## src/rtl/psram_pkg.sv

```systemverilog
// psram_pkg: shared FSM states, slot counts and slot-length limits for the OPI PSRAM sequencer.
package psram_pkg;
    localparam int PSCR_W = 20;
    localparam int SLOT_W = 10;
    localparam int CMD_SLOTS = 2;
    localparam int ADDR_SLOTS = 4;
    localparam logic [PSCR_W-1:0] P_MIN = PSCR_W'(2);
    typedef enum logic [2:0] {ST_IDLE, ST_CMD, ST_ADDR, ST_WAIT, ST_DATA, ST_HOLD} state_e;
    function automatic logic [PSCR_W-1:0] eff_p(input logic [PSCR_W-1:0] v);
        return v < P_MIN ? P_MIN : v;
    endfunction
    // Address goes out most significant byte first.
    function automatic logic [7:0] addr_byte(input logic [31:0] a, input logic [1:0] i);
        return 8'(a >> (5'd24 - {i, 3'b000}));
    endfunction
endpackage

```

## src/rtl/psram_opi_seq_if.sv

```systemverilog
// psram_opi_seq_if: request, write/read byte streams, status and PSRAM pin bundle.
interface psram_opi_seq_if;
    import psram_pkg::*;
    logic [PSCR_W-1:0] pscr_i;
    logic              req_valid_i;
    logic              req_ready_o;
    logic [7:0]        req_cmd_i;
    logic [31:0]       req_addr_i;
    logic              req_wr_i;
    logic [7:0]        req_wait_i;
    logic [7:0]        req_len_i;
    logic [7:0]        wr_data_i;
    logic              wr_valid_i;
    logic              wr_ready_o;
    logic [7:0]        rd_data_o;
    logic              rd_valid_o;
    logic              done_o;
    logic              err_o;
    logic              psram_sck_o;
    logic              psram_ce_o;
    logic [7:0]        psram_io_en_o;
    logic [7:0]        psram_io_out_o;
    logic [7:0]        psram_io_in_i;
    logic              psram_dqs_en_o;
    logic              psram_dqs_out_o;
    logic              psram_dqs_in_i;
    modport slave (
        input  pscr_i, req_valid_i, req_cmd_i, req_addr_i, req_wr_i, req_wait_i, req_len_i,
               wr_data_i, wr_valid_i, psram_io_in_i, psram_dqs_in_i,
        output req_ready_o, wr_ready_o, rd_data_o, rd_valid_o, done_o, err_o,
               psram_sck_o, psram_ce_o, psram_io_en_o, psram_io_out_o, psram_dqs_en_o, psram_dqs_out_o
    );
    modport master (
        output pscr_i, req_valid_i, req_cmd_i, req_addr_i, req_wr_i, req_wait_i, req_len_i,
               wr_data_i, wr_valid_i, psram_io_in_i, psram_dqs_in_i,
        input  req_ready_o, wr_ready_o, rd_data_o, rd_valid_o, done_o, err_o,
               psram_sck_o, psram_ce_o, psram_io_en_o, psram_io_out_o, psram_dqs_en_o, psram_dqs_out_o
    );
endinterface

```

## src/rtl/psram_slot_gen.sv

```systemverilog
// psram_slot_gen: counts clk cycles within a P-cycle byte slot and flags start, SCK toggle and last cycle.
module psram_slot_gen
    import psram_pkg::*;
(
    input  logic              clk_i,
    input  logic              rst_i,
    input  logic [PSCR_W-1:0] p_i,
    input  logic              run_i,
    output logic              slot_start_o,
    output logic              sck_toggle_o,
    output logic              slot_last_o
);
    logic [PSCR_W-1:0] cnt_q, cnt_d;
    assign slot_start_o = run_i && cnt_q == '0;
    assign sck_toggle_o = run_i && cnt_q == (p_i >> 1);
    assign slot_last_o  = run_i && cnt_q == p_i - PSCR_W'(1);
    always_comb cnt_d = (!run_i || slot_last_o) ? '0 : cnt_q + PSCR_W'(1);
    always_ff @(posedge clk_i) begin
        if (rst_i) cnt_q <= '0;
        else cnt_q <= cnt_d;
    end
endmodule

```

## src/rtl/psram_opi_seq.sv

```systemverilog
// psram_opi_seq: slot-timed OPI DDR PSRAM command/address/latency/data sequencer.
module psram_opi_seq
    import psram_pkg::*;
(
    input  logic           clk_i,
    input  logic           rst_i,
    psram_opi_seq_if.slave bus
);
    state_e            state_q, state_d, nxt;
    logic [PSCR_W-1:0] p_q, p_d;
    logic [7:0]        cmd_q, cmd_d, wait_q, wait_d, len_q, len_d;
    logic [31:0]       addr_q, addr_d;
    logic              wr_q, wr_d;
    logic [SLOT_W-1:0] slot_q, slot_d, phase_last;
    logic              ce_q, ce_d, sck_q, sck_d, dqs_en_q, dqs_en_d;
    logic [7:0]        io_en_q, io_en_d, io_out_q, io_out_d, rd_data_q, rd_data_d;
    logic              rd_valid_q, rd_valid_d, err_q, err_d;
    logic              slot_start, sck_toggle, slot_last, accept, wr_dat, phase_end;
    psram_slot_gen u_slot (
        .clk_i        (clk_i),
        .rst_i        (rst_i),
        .p_i          (p_q),
        .run_i        (state_q != ST_IDLE),
        .slot_start_o (slot_start),
        .sck_toggle_o (sck_toggle),
        .slot_last_o  (slot_last)
    );
    assign bus.req_ready_o     = state_q == ST_IDLE && !rst_i;
    assign accept              = bus.req_ready_o && bus.req_valid_i;
    assign wr_dat              = state_q == ST_DATA && wr_q;
    assign bus.wr_ready_o      = wr_dat && slot_start;
    assign bus.done_o          = state_q == ST_HOLD && slot_last;
    assign bus.psram_ce_o      = ce_q;
    assign bus.psram_sck_o     = sck_q;
    assign bus.psram_io_en_o   = io_en_q;
    assign bus.psram_io_out_o  = io_out_q;
    assign bus.psram_dqs_en_o  = dqs_en_q;
    assign bus.psram_dqs_out_o = 1'b0;
    assign bus.rd_data_o       = rd_data_q;
    assign bus.rd_valid_o      = rd_valid_q;
    assign bus.err_o           = err_q;
    assign phase_last = state_q == ST_CMD  ? SLOT_W'(CMD_SLOTS - 1) :
                        state_q == ST_ADDR ? SLOT_W'(ADDR_SLOTS - 1) :
                        state_q == ST_WAIT ? SLOT_W'({wait_q, 1'b0} - 9'd1) :
                        state_q == ST_DATA ? {1'b0, len_q, 1'b1} : '0;
    assign phase_end = slot_last && slot_q == phase_last;
    assign nxt = state_q == ST_CMD  ? ST_ADDR :
                 state_q == ST_ADDR ? (wait_q == 8'd0 ? ST_DATA : ST_WAIT) :
                 state_q == ST_WAIT ? ST_DATA :
                 state_q == ST_DATA ? ST_HOLD : ST_IDLE;
    always_comb begin
        state_d    = state_q;
        p_d        = p_q;
        cmd_d      = cmd_q;
        addr_d     = addr_q;
        wr_d       = wr_q;
        wait_d     = wait_q;
        len_d      = len_q;
        slot_d     = slot_q;
        ce_d       = ce_q;
        sck_d      = sck_q;
        io_en_d    = io_en_q;
        io_out_d   = io_out_q;
        dqs_en_d   = dqs_en_q;
        rd_data_d  = rd_data_q;
        rd_valid_d = 1'b0;
        err_d      = err_q;
        if (accept) begin
            state_d = ST_CMD;
            p_d     = eff_p(bus.pscr_i);
            cmd_d   = bus.req_cmd_i;
            addr_d  = bus.req_addr_i & ~32'h1;
            wr_d    = bus.req_wr_i;
            wait_d  = bus.req_wait_i;
            len_d   = bus.req_len_i;
            slot_d  = '0;
            ce_d    = 1'b0;
            err_d   = 1'b0;
        end
        // Pins for the current slot are loaded at its first cycle; a missing write byte drives zero.
        if (slot_start && state_q inside {ST_CMD, ST_ADDR, ST_WAIT, ST_DATA}) begin
            io_en_d  = (state_q == ST_WAIT || (state_q == ST_DATA && !wr_q)) ? 8'h00 : 8'hFF;
            dqs_en_d = wr_dat;
            io_out_d = state_q == ST_CMD  ? cmd_q :
                       state_q == ST_ADDR ? addr_byte(addr_q, slot_q[1:0]) :
                       (wr_dat && bus.wr_valid_i) ? bus.wr_data_i : 8'h00;
            err_d    = err_q | (wr_dat && !bus.wr_valid_i);
        end
        if (sck_toggle && state_q != ST_HOLD) sck_d = ~sck_q;
        if (slot_last && state_q == ST_DATA && !wr_q) begin
            rd_valid_d = 1'b1;
            rd_data_d  = bus.psram_io_in_i;
        end
        if (slot_last) slot_d = slot_q + SLOT_W'(1);
        if (phase_end) begin
            slot_d  = '0;
            state_d = nxt;
            if (nxt == ST_HOLD) begin
                ce_d     = 1'b1;
                sck_d    = 1'b0;
                io_en_d  = 8'h00;
                io_out_d = 8'h00;
                dqs_en_d = 1'b0;
            end
        end
    end
    always_ff @(posedge clk_i) begin
        if (rst_i) begin
            state_q    <= ST_IDLE;
            p_q        <= P_MIN;
            cmd_q      <= '0;
            addr_q     <= '0;
            wr_q       <= 1'b0;
            wait_q     <= '0;
            len_q      <= '0;
            slot_q     <= '0;
            ce_q       <= 1'b1;
            sck_q      <= 1'b0;
            io_en_q    <= '0;
            io_out_q   <= '0;
            dqs_en_q   <= 1'b0;
            rd_data_q  <= '0;
            rd_valid_q <= 1'b0;
            err_q      <= 1'b0;
        end else begin
            state_q    <= state_d;
            p_q        <= p_d;
            cmd_q      <= cmd_d;
            addr_q     <= addr_d;
            wr_q       <= wr_d;
            wait_q     <= wait_d;
            len_q      <= len_d;
            slot_q     <= slot_d;
            ce_q       <= ce_d;
            sck_q      <= sck_d;
            io_en_q    <= io_en_d;
            io_out_q   <= io_out_d;
            dqs_en_q   <= dqs_en_d;
            rd_data_q  <= rd_data_d;
            rd_valid_q <= rd_valid_d;
            err_q      <= err_d;
        end
    end
endmodule

```

## src/flat_wrapper.sv

```systemverilog
// flat-port wrapper written by rule: the top's interface ports become plain ports
module psram_opi_seq_flat import psram_pkg::*;
  (clk_i, rst_i, bus_pscr_i, bus_req_valid_i, bus_req_cmd_i, bus_req_addr_i, bus_req_wr_i, bus_req_wait_i, bus_req_len_i, bus_wr_data_i, bus_wr_valid_i, bus_psram_io_in_i, bus_psram_dqs_in_i, bus_req_ready_o, bus_wr_ready_o, bus_rd_data_o, bus_rd_valid_o, bus_done_o, bus_err_o, bus_psram_sck_o, bus_psram_ce_o, bus_psram_io_en_o, bus_psram_io_out_o, bus_psram_dqs_en_o, bus_psram_dqs_out_o);
  psram_opi_seq_if bus_i ();
  input  logic clk_i;
  input  logic rst_i;
  input wire logic [$bits(bus_i.pscr_i)-1:0] bus_pscr_i;
  input wire logic [$bits(bus_i.req_valid_i)-1:0] bus_req_valid_i;
  input wire logic [$bits(bus_i.req_cmd_i)-1:0] bus_req_cmd_i;
  input wire logic [$bits(bus_i.req_addr_i)-1:0] bus_req_addr_i;
  input wire logic [$bits(bus_i.req_wr_i)-1:0] bus_req_wr_i;
  input wire logic [$bits(bus_i.req_wait_i)-1:0] bus_req_wait_i;
  input wire logic [$bits(bus_i.req_len_i)-1:0] bus_req_len_i;
  input wire logic [$bits(bus_i.wr_data_i)-1:0] bus_wr_data_i;
  input wire logic [$bits(bus_i.wr_valid_i)-1:0] bus_wr_valid_i;
  input wire logic [$bits(bus_i.psram_io_in_i)-1:0] bus_psram_io_in_i;
  input wire logic [$bits(bus_i.psram_dqs_in_i)-1:0] bus_psram_dqs_in_i;
  output wire logic [$bits(bus_i.req_ready_o)-1:0] bus_req_ready_o;
  output wire logic [$bits(bus_i.wr_ready_o)-1:0] bus_wr_ready_o;
  output wire logic [$bits(bus_i.rd_data_o)-1:0] bus_rd_data_o;
  output wire logic [$bits(bus_i.rd_valid_o)-1:0] bus_rd_valid_o;
  output wire logic [$bits(bus_i.done_o)-1:0] bus_done_o;
  output wire logic [$bits(bus_i.err_o)-1:0] bus_err_o;
  output wire logic [$bits(bus_i.psram_sck_o)-1:0] bus_psram_sck_o;
  output wire logic [$bits(bus_i.psram_ce_o)-1:0] bus_psram_ce_o;
  output wire logic [$bits(bus_i.psram_io_en_o)-1:0] bus_psram_io_en_o;
  output wire logic [$bits(bus_i.psram_io_out_o)-1:0] bus_psram_io_out_o;
  output wire logic [$bits(bus_i.psram_dqs_en_o)-1:0] bus_psram_dqs_en_o;
  output wire logic [$bits(bus_i.psram_dqs_out_o)-1:0] bus_psram_dqs_out_o;
  assign bus_i.pscr_i = bus_pscr_i;
  assign bus_i.req_valid_i = bus_req_valid_i;
  assign bus_i.req_cmd_i = bus_req_cmd_i;
  assign bus_i.req_addr_i = bus_req_addr_i;
  assign bus_i.req_wr_i = bus_req_wr_i;
  assign bus_i.req_wait_i = bus_req_wait_i;
  assign bus_i.req_len_i = bus_req_len_i;
  assign bus_i.wr_data_i = bus_wr_data_i;
  assign bus_i.wr_valid_i = bus_wr_valid_i;
  assign bus_i.psram_io_in_i = bus_psram_io_in_i;
  assign bus_i.psram_dqs_in_i = bus_psram_dqs_in_i;
  assign bus_req_ready_o = bus_i.req_ready_o;
  assign bus_wr_ready_o = bus_i.wr_ready_o;
  assign bus_rd_data_o = bus_i.rd_data_o;
  assign bus_rd_valid_o = bus_i.rd_valid_o;
  assign bus_done_o = bus_i.done_o;
  assign bus_err_o = bus_i.err_o;
  assign bus_psram_sck_o = bus_i.psram_sck_o;
  assign bus_psram_ce_o = bus_i.psram_ce_o;
  assign bus_psram_io_en_o = bus_i.psram_io_en_o;
  assign bus_psram_io_out_o = bus_i.psram_io_out_o;
  assign bus_psram_dqs_en_o = bus_i.psram_dqs_en_o;
  assign bus_psram_dqs_out_o = bus_i.psram_dqs_out_o;
  psram_opi_seq u_core (.clk_i(clk_i), .rst_i(rst_i), .bus(bus_i));
endmodule
```

## config.mk

```make
export PLATFORM = sky130hd
export DESIGN_NAME = psram_opi_seq_flat
export DESIGN_NICKNAME = d
export VERILOG_FILES = /design/src/rtl/psram_pkg.sv /design/src/rtl/psram_opi_seq_if.sv /design/src/rtl/psram_slot_gen.sv /design/src/rtl/psram_opi_seq.sv /design/src/flat_wrapper.sv
export SDC_FILE = /design/constraint.sdc
export NUM_CORES = 1
export LEC_CHECK = 0
export ABC_CLOCK_PERIOD_IN_PS = 3450
export BUFFER_PORTS_ARGS = -buffer_cell sky130_fd_sc_hd__buf_2
export CAP_MARGIN = 30
export CORE_ASPECT_RATIO = 1.75
export CORE_UTILIZATION = 51
export DETAILED_ROUTE_END_ITERATION = 8
export MAX_ROUTING_LAYER = met4
export PLACE_DENSITY = 0.84
export SLEW_MARGIN = 20
export SYNTH_ARGS = -nofsm -noshare
export SYNTH_HDL_FRONTEND = slang
export SYNTH_HIERARCHICAL = 1
export SYNTH_SLANG_ARGS = --single-unit
```

## constraint.sdc

```tcl
create_clock -name clk_i -period 3.45 [get_ports clk_i]
set_input_delay 0.1725 -clock clk_i [delete_from_list [all_inputs] [get_ports clk_i]]
set_output_delay 0.1725 -clock clk_i [all_outputs]
set_load 0.05 [all_outputs]
```

==> impl_metrics.ini, run 1 <==
[outcome]
status = finished with violations
failed_checks = setup timing

[critical_path]
critPathArrivalTime_ns = 3.83
critical_path.slowest_cell = or4_4
crit_path_frequent_cell = or4_4
slowest_delay_ns = 0.57
endpoint_kind = register
worstSetupPathType = register to register
crit_family = simple AND/OR/NAND/NOR gates
worst_setup_path_start_kind = register
cp_max_fo = 5
r2r-end = u_core/slot_q[5]
path_buf_inv = 3
crit_chain = or4_4 -> nand2b_4 -> buf_4 -> nor2_2 -> a31oi_2 -> or4_4 -> nor3_4 -> nand3_2 -> or4_4 -> buf_4 -> o21ai_4 -> clkbuf_16 -> nor2_1
r2r_slack_ns = -0.06
regToRegStartpoint = u_core/p_q[1]
reg2regPathDepth = 13
critPathRequiredTime_ns = 3.76

[route]
drc_errors = 0
detail_route.wirelength_mm = 25.3
drt_iter0_drc = 738
vias = 7788
dr.pass1.iters = 8
ant_nets = 0
via_per_inst = 6.13
avgRoutedWirePerCell_microns = 20.0

[clocking]
cts_made_buffers = 17
cts_buffer_depth = 2
cts_root_buffer = clkbuf_16
cts_tree = done
clk_pin_slew_ns = 0.07
clkSinkCount = 138
htree_levels = 4
clkLatencyLatePin_ns = 0.44

[placement]
placed_cells = 1156
place_hpwl_mm = 14.6
gp_congestion = 0.990
portBuffers = 127
place_ws_ns = -0.104

[synth]
synth_seq_cells = 138
avgSynthCellArea_sq_um = 8.09
syn_inst = 873
syn_area_sq_um = 7060
ys.flop_type = dfxtp_1
ys_types = 69
synth-edff-count = 0
ys_async_sr_fraction = 0
seq_area_frac_synth = 0.391
synth_warnings = 6
syn_nets = 977

[timing]
fmax_mhz = 285
finClkSkew_ns = 0.0202
tns_ns = -0.738
drv_slew = 0
timing.final.hold_violations = 0
rsz0062_at_grt = true
fin_crit_sh = 1.02
worstMarginPinSlew_ns = 0.697
min_period_ns = 3.51
relSlewSlack = 0.535
setup_slack_ns = -0.0638
finalSetupViolations = 30

[final_layout]
fillers = 911
nNetsFinal = 1187
finish.utilization = 0.710
syn2layout_area_growth_pct = 35.2
drive_gt1_frac = 0.245
antenna_cells = 0
final_cells = 1270

[global_routing]
antenna_found_initial = 0
overflow = 0
grt_max_degree = 44
grt.total_usage = 0.343
grt_pass1_wl_mm = 36.7
grt_pass1_vias = 7527

[floorplan]
die_h_microns = 158
core-area_sq_um = 13500
num_io_pins = 131
die-width_microns = 90.9
die_area_sq_um = 14300
start_util = 0.525
row_count = 56

[power_and_ir_drop]
ir_worst_vdd_mv = 0.385
pwr_density_cell_nw_per_um2 = 439
p_leak_nw = 4.25

[worst_hold_path]
worstHoldStart = bus_pscr_i[8]
hold_class = primary input to register
hold_end = u_core/p_q[8]
whs_path_depth = 3

[job]
cap_violations = 0
## repair_timing
action,in CTS,in global routing
setup endpoints to repair,32,33
pin swaps,6,3
setup buffers,2,1
gates resized for setup,6,15
hold endpoints to repair,78,0
hold buffers,78,0
gates cloned,0,1
## report_power, final
part / internal, mW / total, mW / switching, mW / leakage, nW
Combinational: 0.279 / 0.611 / 0.332 / 2.85
Sequential: 1.67 / 1.74 / 0.0693 / 1.13
Clock: 1.02 / 1.84 / 0.820 / 0.280
Total: 2.97 / 4.19 / 1.22 / 4.25
## routing by layer
| layer | share of wire | global-route usage |
|---|---|---|
| met1 | 0.32 | 0.310 |
| met2 | 0.52 | 0.630 |
| met3 | 0.072 | 0.0533 |
| met4 | 0.083 | 0.283 |
| met5 | 0 | - |
## flip-flops by register name, summed over array words and instances (netlist names), 10 cells and up
| name | count |
|---|---|
| u_core/addr_q | 31 |
| u_core/u_slot/cnt_q | 20 |
| u_core/p_q | 20 |
| u_core/slot_q | 10 |
## placed cells by master, fill, tap and decap left out, types with 23 or more instances in the layout
master         instances
xnor2_1               44
buf_4                 52
buf_2                126
nor2_1                60
a21oi_1               32
nand3_1               88
dlygate4sd3_1         78
nand2_1              171
dfxtp_1              134
nor3_1                23
xor2_1                34
## worst max-delay path by stage
stage                                    to           from  slack (ns)  cells past startpoint
after global routing       u_core/slot_q[4]  u_core/p_q[1]       -0.13                     13
after detailed placement  u_core/state_q[1]  u_core/p_q[1]       -0.10                     11
after CTS                        bus_done_o  u_core/p_q[1]        0.02                      9
after global placement    u_core/state_q[1]  u_core/p_q[1]       -0.03                     11
after floorplan           u_core/state_q[1]  u_core/p_q[2]       -0.13                     14
final                      u_core/slot_q[5]  u_core/p_q[1]       -0.06                     13
## per-stage QoR
| step | total power, mW | hold WS (ns) | area, sq um |
|---|---|---|---|
| floorplan | 2.07 | 0.271 | 7130 |
| global placement | 2.24 | 0.356 | 8060 |
| detailed placement | 2.26 | 0.358 | 8060 |
| CTS | 4.11 | 0.00687 | 9460 |
| global route | 4.30 | 0.0195 | 9550 |
| finish | 4.19 | 0.0388 | 9550 |
## worst register-to-register path, delay by kind of cell, from the launching register on
family / cells / cell delay, ns
flip-flops: 1 / 0.34
AO/OA/AOI/OAI: 2 / 0.30
buffers and inverters: 3 / 0.49
AND/OR/NAND/NOR: 8 / 2.26
## cell families after synthesis
group	after synthesis	synth area share
and+or+nand+nor	428	0.288
DFF	138	0.391
AOI/OAI and AO/OA	114	0.111
buffers and inverters	86	0.0585
xor gates and xnor gates	78	0.0968
muxes	22	0.0436
adders and majority gates	6	0.0106
other	1	0.000531
## final cells by class
| class | instances | area [sq um] | share of cell area |
|---|---|---|---|
| clock buffer | 17 | 425 | 0.0446 |
| clock inverter | 15 | 160 | 0.0168 |
| inverter | 14 | 52.6 | 0.00551 |
| multi-input combinational | 649 | 4000 | 0.419 |
| sequential | 138 | 2770 | 0.290 |
| tap | 174 | 218 | 0.0228 |
| timing repair buffer | 263 | 1920 | 0.201 |
## Yosys cell counts, drive strengths merged, types with 14 or more instances
cell type	number	area, sq um
xor2	34	298
inv	14	52.6
o21ai	16	83.8
nand3	90	455
buf	22	166
mux2i	15	150
a21oi	33	165
clkbuf	49	184
nor2	64	243
dfxtp	138	2760
xnor2	44	385
nor3	28	151
nand2	173	649
No activity file was read; power rests on OpenSTA's default activity.
==> run 2: changes to the inputs <==
ABC_CLOCK_PERIOD_IN_PS = 4000   (was 3450)
CORE_UTILIZATION = 55   (was 51)
HOLD_SLACK_MARGIN = 0.1   (was unset)
PLACE_DENSITY = 0.86   (was 0.84)
clock period = 4 ns   (was 3.45 ns; I/O delays follow)
==> run 2 against run 1 <==
  * The run now ends clean
  * Critical endpoint is now u_core/state_q[1]
  * Sequential power fell by 13%
  * Hold slack gained 0.13 ns
  * Routed wire length decreased by 6.3%
==> impl_metrics.ini, run 2 (synthesis results as in run 1) <==
[outcome]
status = finished, final reports clean

[timing]
timing.hold.ws_ns = 0.165
finClkSkew_ns = 0.0145
tns_ns = 0
min_period_ns = 3.77
fin_crit_sh = 0.943
drv_slew = 0
fmax_mhz = 265
rsz0062_at_grt = false
worstMarginPinSlew_ns = 0.907
timing.final.hold_violations = 0
finalSetupViolations = 0
relSlewSlack = 0.394

[placement]
gp_congestion = 0.980
place_hpwl_mm = 14.3
portBuffers = 127

[clocking]
clkSinkCount = 138
cts_tree = done
cts_root_buffer = clkbuf_16
clkLatencyLatePin_ns = 0.43
clk_pin_slew_ns = 0.07
htree_levels = 4
cts_buffer_depth = 2
cts_made_buffers = 17

[final_layout]
reg_top3 = u_core/addr_q x31, u_core/p_q x20, u_core/u_slot/cnt_q x20
mostFrequentLayoutCells = 172 x nand2_1, 138 x dfxtp_1, 127 x buf_2
largest_register = u_core/addr_q
finish.utilization = 0.732
nNetsFinal = 1158
antenna_cells = 0
drive_gt1_frac = 0.199
syn2layout_area_growth_pct = 29.7
largest_register_ffs = 31
final_common_cell = nand2_1

[power_and_ir_drop]
internal_power_mw = 2.48
swShare = 0.292
ir_worst_vdd_mv = 0.376
switchingPower_mw = 1.02
pwr_density_cell_nw_per_um2 = 382
p_leak_nw = 4.06
comb_power_share = 0.136
pwr-share-seq = 0.433
pwr-share-clk = 0.431

[critical_path]
cp_max_fo = 5
endpoint_kind = register
critPathRequiredTime_ns = 4.34
worst_setup_path_start_kind = register
worstSetupPathType = register to register
critPathArrivalTime_ns = 4.11

[global_routing]
grt_max_degree = 49
grt_pass1_wl_mm = 37.0
grt.total_usage = 0.376
grt_pass1_vias = 7462
antenna_found_initial = 0
overflow = 0

[route]
dr.pass1.iters = 5
avgRoutedWirePerCell_microns = 19.2
drc_errors = 0
ant_nets = 0
detail_route.wirelength_mm = 23.8
drt_iter0_drc = 727
vias = 7395
via_per_inst = 5.99

[floorplan]
die_area_sq_um = 13300
row_count = 54
num_io_pins = 131
core-area_sq_um = 12500
start_util = 0.565
die-width_microns = 87.7
die_h_microns = 152

[job]
cap_violations = 0

[worst_hold_path]
hold_class = primary input to register
## run 2: changes by cell type in the layout (fill, tap and decap cells not counted), moves of 2 or more
| cell | change |
|---|---|
| nor3_1 | +3 |
| dlygate4sd3_1 | +6 |
| buf_6 | -3 |
| or4_4 | -2 |
| buf_4 | -31 |
| nor2_4 | -2 |
| dfxtp_2 | -4 |
| dfxtp_1 | +4 |
| nor3_2 | -2 |
| or4_1 | +2 |
| nor2_1 | +3 |
## run 2: worst paths after layout
kind | depth (start not counted) | slack, ns | start | end
worst max-delay path | 11 | 0.23 | u_core/p_q[1] | u_core/state_q[1]
worst min register to register | 2 | 0.46 | u_core/addr_q[7] | u_core/addr_q[7]
worst max register to register | 11 | 0.23 | u_core/p_q[1] | u_core/state_q[1]
worst min-delay path | 2 | 0.16 | rst_i | u_core/bus.rd_data_o[0]
## run 2: final cells by class
| cell class | instances | area, sq um |
|---|---|---|
| multi-input combinational | 649 | 3900 |
| sequential | 138 | 2760 |
| timing repair buffer | 234 | 1670 |
| clock inverter | 15 | 131 |
| clock buffer | 17 | 425 |
| inverter | 14 | 52.6 |
| fill | 822 | 3340 |
| tap | 168 | 210 |
## run 2: what timing repair did
action                                  in CTS  in global routing
setup buffers                                0                  0
gates resized for setup                      0                  2
endpoints found under the setup margin       0                  3
endpoints found under the hold margin       84                  0
hold buffers                                84                  0
## run 2: stage by stage
stage | area, sq um | setup WS [ns] | std cells | total power, mW
after floorplan | 7060 | 0.165 | 873 | 1.78
after global placement | 7750 | 0.314 | 1119 | 1.91
after detailed placement | 7750 | 0.232 | 1119 | 1.92
after CTS | 9150 | 0.179 | 1235 | 3.45
after global routing | 9160 | 0.0214 | 1235 | 3.60
final | 9160 | 0.227 | 1235 | 3.50
## run 2: routing by layer
| metal | share of wire | routed length [microns] | track usage | vias up |
|---|---|---|---|---|
| met5 | 0 | 0 | - | - |
| met4 | 0.084 | 2000 | 0.290 | 0 |
| met3 | 0.060 | 1420 | 0.0690 | 157 |
| met2 | 0.52 | 12300 | 0.641 | 463 |
| met1 | 0.34 | 8010 | 0.363 | 3411 |
| li1 | - | - | - | 3364 |
## run 2: power by group through the flow
| stage | registers [mW] | logic, mW | clock network, mW |
|---|---|---|---|
| 2_1_floorplan | 1.52 | 0.258 | 0 |
| 3_3_place_gp | 1.53 | 0.376 | 0 |
| 3_5_place_dp | 1.54 | 0.382 | 0 |
| 4_1_cts | 1.51 | 0.449 | 1.49 |
| 5_1_grt | 1.52 | 0.509 | 1.57 |
| 6_report | 1.51 | 0.474 | 1.51 |
## run 2: worst max-delay path, cell delays in order, from the launching register on
cell and delay [ns]:
dfxtp_1 0.38, or4_4 0.61, nor2_1 0.16, xnor2_1 0.13, nand3_1 0.09, a211o_1 0.27
or4_1 0.55, nor3_2 0.21, nand3_1 0.10, or4_4 0.53, or4_1 0.52, a21oi_1 0.15
==> run 3: changes to the inputs <==
ABC_CLOCK_PERIOD_IN_PS = 4650   (was 4000)
clock period = 4.65 ns   (was 4 ns; I/O delays follow)
==> run 3 against run 2 <==
  * Critical path depth up 1
  * Power shrank 9.5%
  * Flip-flop and latch count unchanged
  * Cell area down 0.64%
  * Register-to-register slack improved by 0.32 ns
  * Clock power is 3% lower
  * Critical path type unchanged
  * Setup slack improved by 0.32 ns
  * First-iteration DRC count decreased by 16%
  * Highest routed layer unchanged
==> impl_metrics.ini, run 3 (synthesis results as in run 1) <==
[clocking]
htree_levels = 4
clkLatencyLatePin_ns = 0.43
clkSinkCount = 138
cts_buffer_depth = 2
cts_made_buffers = 17
clk_pin_slew_ns = 0.06
cts_tree = done
cts_root_buffer = clkbuf_16
post_cts_buffers = 0

[route]
dr.pass1.iters = 5
ant_nets = 0
avgRoutedWirePerCell_microns = 18.8
vias = 7410
detail_route.wirelength_mm = 22.9
drt_iter0_drc = 609
via_per_inst = 6.07
drc_errors = 0

[placement]
portBuffers = 127
place_area_sq_um = 7620
gp_congestion = 0.958
placed_cells = 1105
place_hpwl_mm = 13.8

[global_routing]
grt_pass1_vias = 7416
grt_pass1_wl_mm = 36.2
overflow = 0
antenna_found_initial = 0
grt.total_usage = 0.366
grt_max_degree = 54

[outcome]
status = finished, final reports clean

[critical_path]
cp-startpoint = u_core/p_q[0]
worst_setup_path_start_kind = register
cp_max_fo = 8
critPathArrivalTime_ns = 4.45
worstSetupPathType = register to register
critPathRequiredTime_ns = 4.99
critPathCapture = u_core/state_q[1]
r2r_slack_ns = 0.54
r2r-end = u_core/state_q[1]
endpoint_kind = register
regToRegStartpoint = u_core/p_q[0]
reg2regPathDepth = 12

[power_and_ir_drop]
pwr_density_cell_nw_per_um2 = 348
totalPowerFinal_mw = 3.16
p_leak_nw = 4.01
ir_worst_vdd_mv = 0.265

[timing]
fin_crit_sh = 0.883
finalSetupViolations = 0
min_period_ns = 4.11
worstMarginPinSlew_ns = 0.993
relSlewSlack = 0.335
rsz0062_at_grt = false
fmax_mhz = 244
timing.final.hold_violations = 0
drv_slew = 0
tns_ns = 0
finClkSkew_ns = 0.0136

[final_layout]
final_cell_area_sq_um = 9100
final_common_cell = nand2_1
fillers = 838
reg_top3 = u_core/addr_q x31, u_core/p_q x20, u_core/u_slot/cnt_q x20
largest_register_ffs = 31
antenna_cells = 0
largest_register = u_core/addr_q
final_cells = 1221
nNetsFinal = 1144
drive_gt1_frac = 0.186
mostFrequentLayoutCells = 172 x nand2_1, 138 x dfxtp_1, 127 x buf_2
syn2layout_area_growth_pct = 28.8

[floorplan]
row_count = 54
core-area_sq_um = 12500
start_util = 0.565
num_io_pins = 131
die-width_microns = 87.7
die_area_sq_um = 13300
die_h_microns = 152

[worst_hold_path]
hold_class = primary input to register

[job]
cap_violations = 0
[run 3: changes by cell type in the layout (fill, tap and decap cells not counted)]
| cell | previous run | this run |
|---|---|---|
| buf_12 | 2 | 0 |
| buf_4 | 21 | 9 |
| bufinv_16 | 0 | 4 |
| clkbuf_1 | 0 | 1 |
| clkbuf_8 | 0 | 1 |
| clkinvlp_4 | 3 | 4 |
| inv_6 | 6 | 2 |
| inv_8 | 3 | 0 |
| nor3_1 | 26 | 27 |
| nor3_2 | 1 | 0 |
[run 3: through the flow]
step	util	setup WS, ns	hold slack [ns]
2_1_floorplan	-	0.815	0.331
3_3_place_gp	0.609	0.506	0.415
3_5_place_dp	0.609	0.414	0.420
4_1_cts	0.727	0.369	0.155
6_report	0.728	0.544	0.228
5_1_grt	0.728	0.220	0.233
[run 3: how the worst min path moves through the flow]
| stage | startpoint | to | slack, ns | cells past startpoint |
|---|---|---|---|---|
| floorplan | bus_req_addr_i[10] | u_core/addr_q[10] | 0.33 | 2 |
| finish | bus_wr_valid_i | u_core/bus.err_o | 0.23 | 4 |
| detailed placement | bus_req_wait_i[3] | u_core/wait_q[3] | 0.42 | 3 |
| CTS | bus_wr_valid_i | u_core/bus.err_o | 0.15 | 4 |
| global placement | bus_req_addr_i[6] | u_core/addr_q[6] | 0.42 | 3 |
| global route | bus_wr_valid_i | u_core/bus.err_o | 0.23 | 4 |
[run 3: what timing repair did]
item	CTS	global route
hold buffers	84	0
setup endpoints to repair	0	2
endpoints found under the hold margin	84	0
resized for setup	0	1
[run 3: routing by layer]
layer / global-route usage / vias to the layer above / routed length (microns)
met1: 0.343 / 3476 / 7560
met2: 0.628 / 441 / 11900
met4: 0.274 / 0 / 1890
met3: 0.0831 / 147 / 1570
li1: - / 3346 / -
met5: - / - / 0
[run 3: area by class of cell]
type	count	area [sq um]	area share
clock buffer	19	443	0.0487
clock inverter	13	190	0.0209
inverter	14	52.6	0.00578
multi-input combinational	649	3890	0.428
sequential	138	2760	0.304
tap	168	210	0.0231
timing repair buffer	220	1540	0.170
[run 3: power by group]
part           leakage, nW  switching, mW  internal, mW
sequential            1.13         0.0631          1.24
clock                0.296          0.551         0.915
combinational         2.59          0.214         0.180
total                 4.01          0.829          2.33
[run 3: worst max-delay path: stages (launching register included)]
cell and delay (ns):
dfxtp_1 0.36, inv_1 0.09, ha_1 0.24, nor3b_2 0.37, nand2_1 0.24, a2111oi_0 0.40
o22ai_1 0.19, or4_1 0.43, nor3_1 0.35, nand3_1 0.12, or4_4 0.57, or4_1 0.52
a21oi_1 0.13
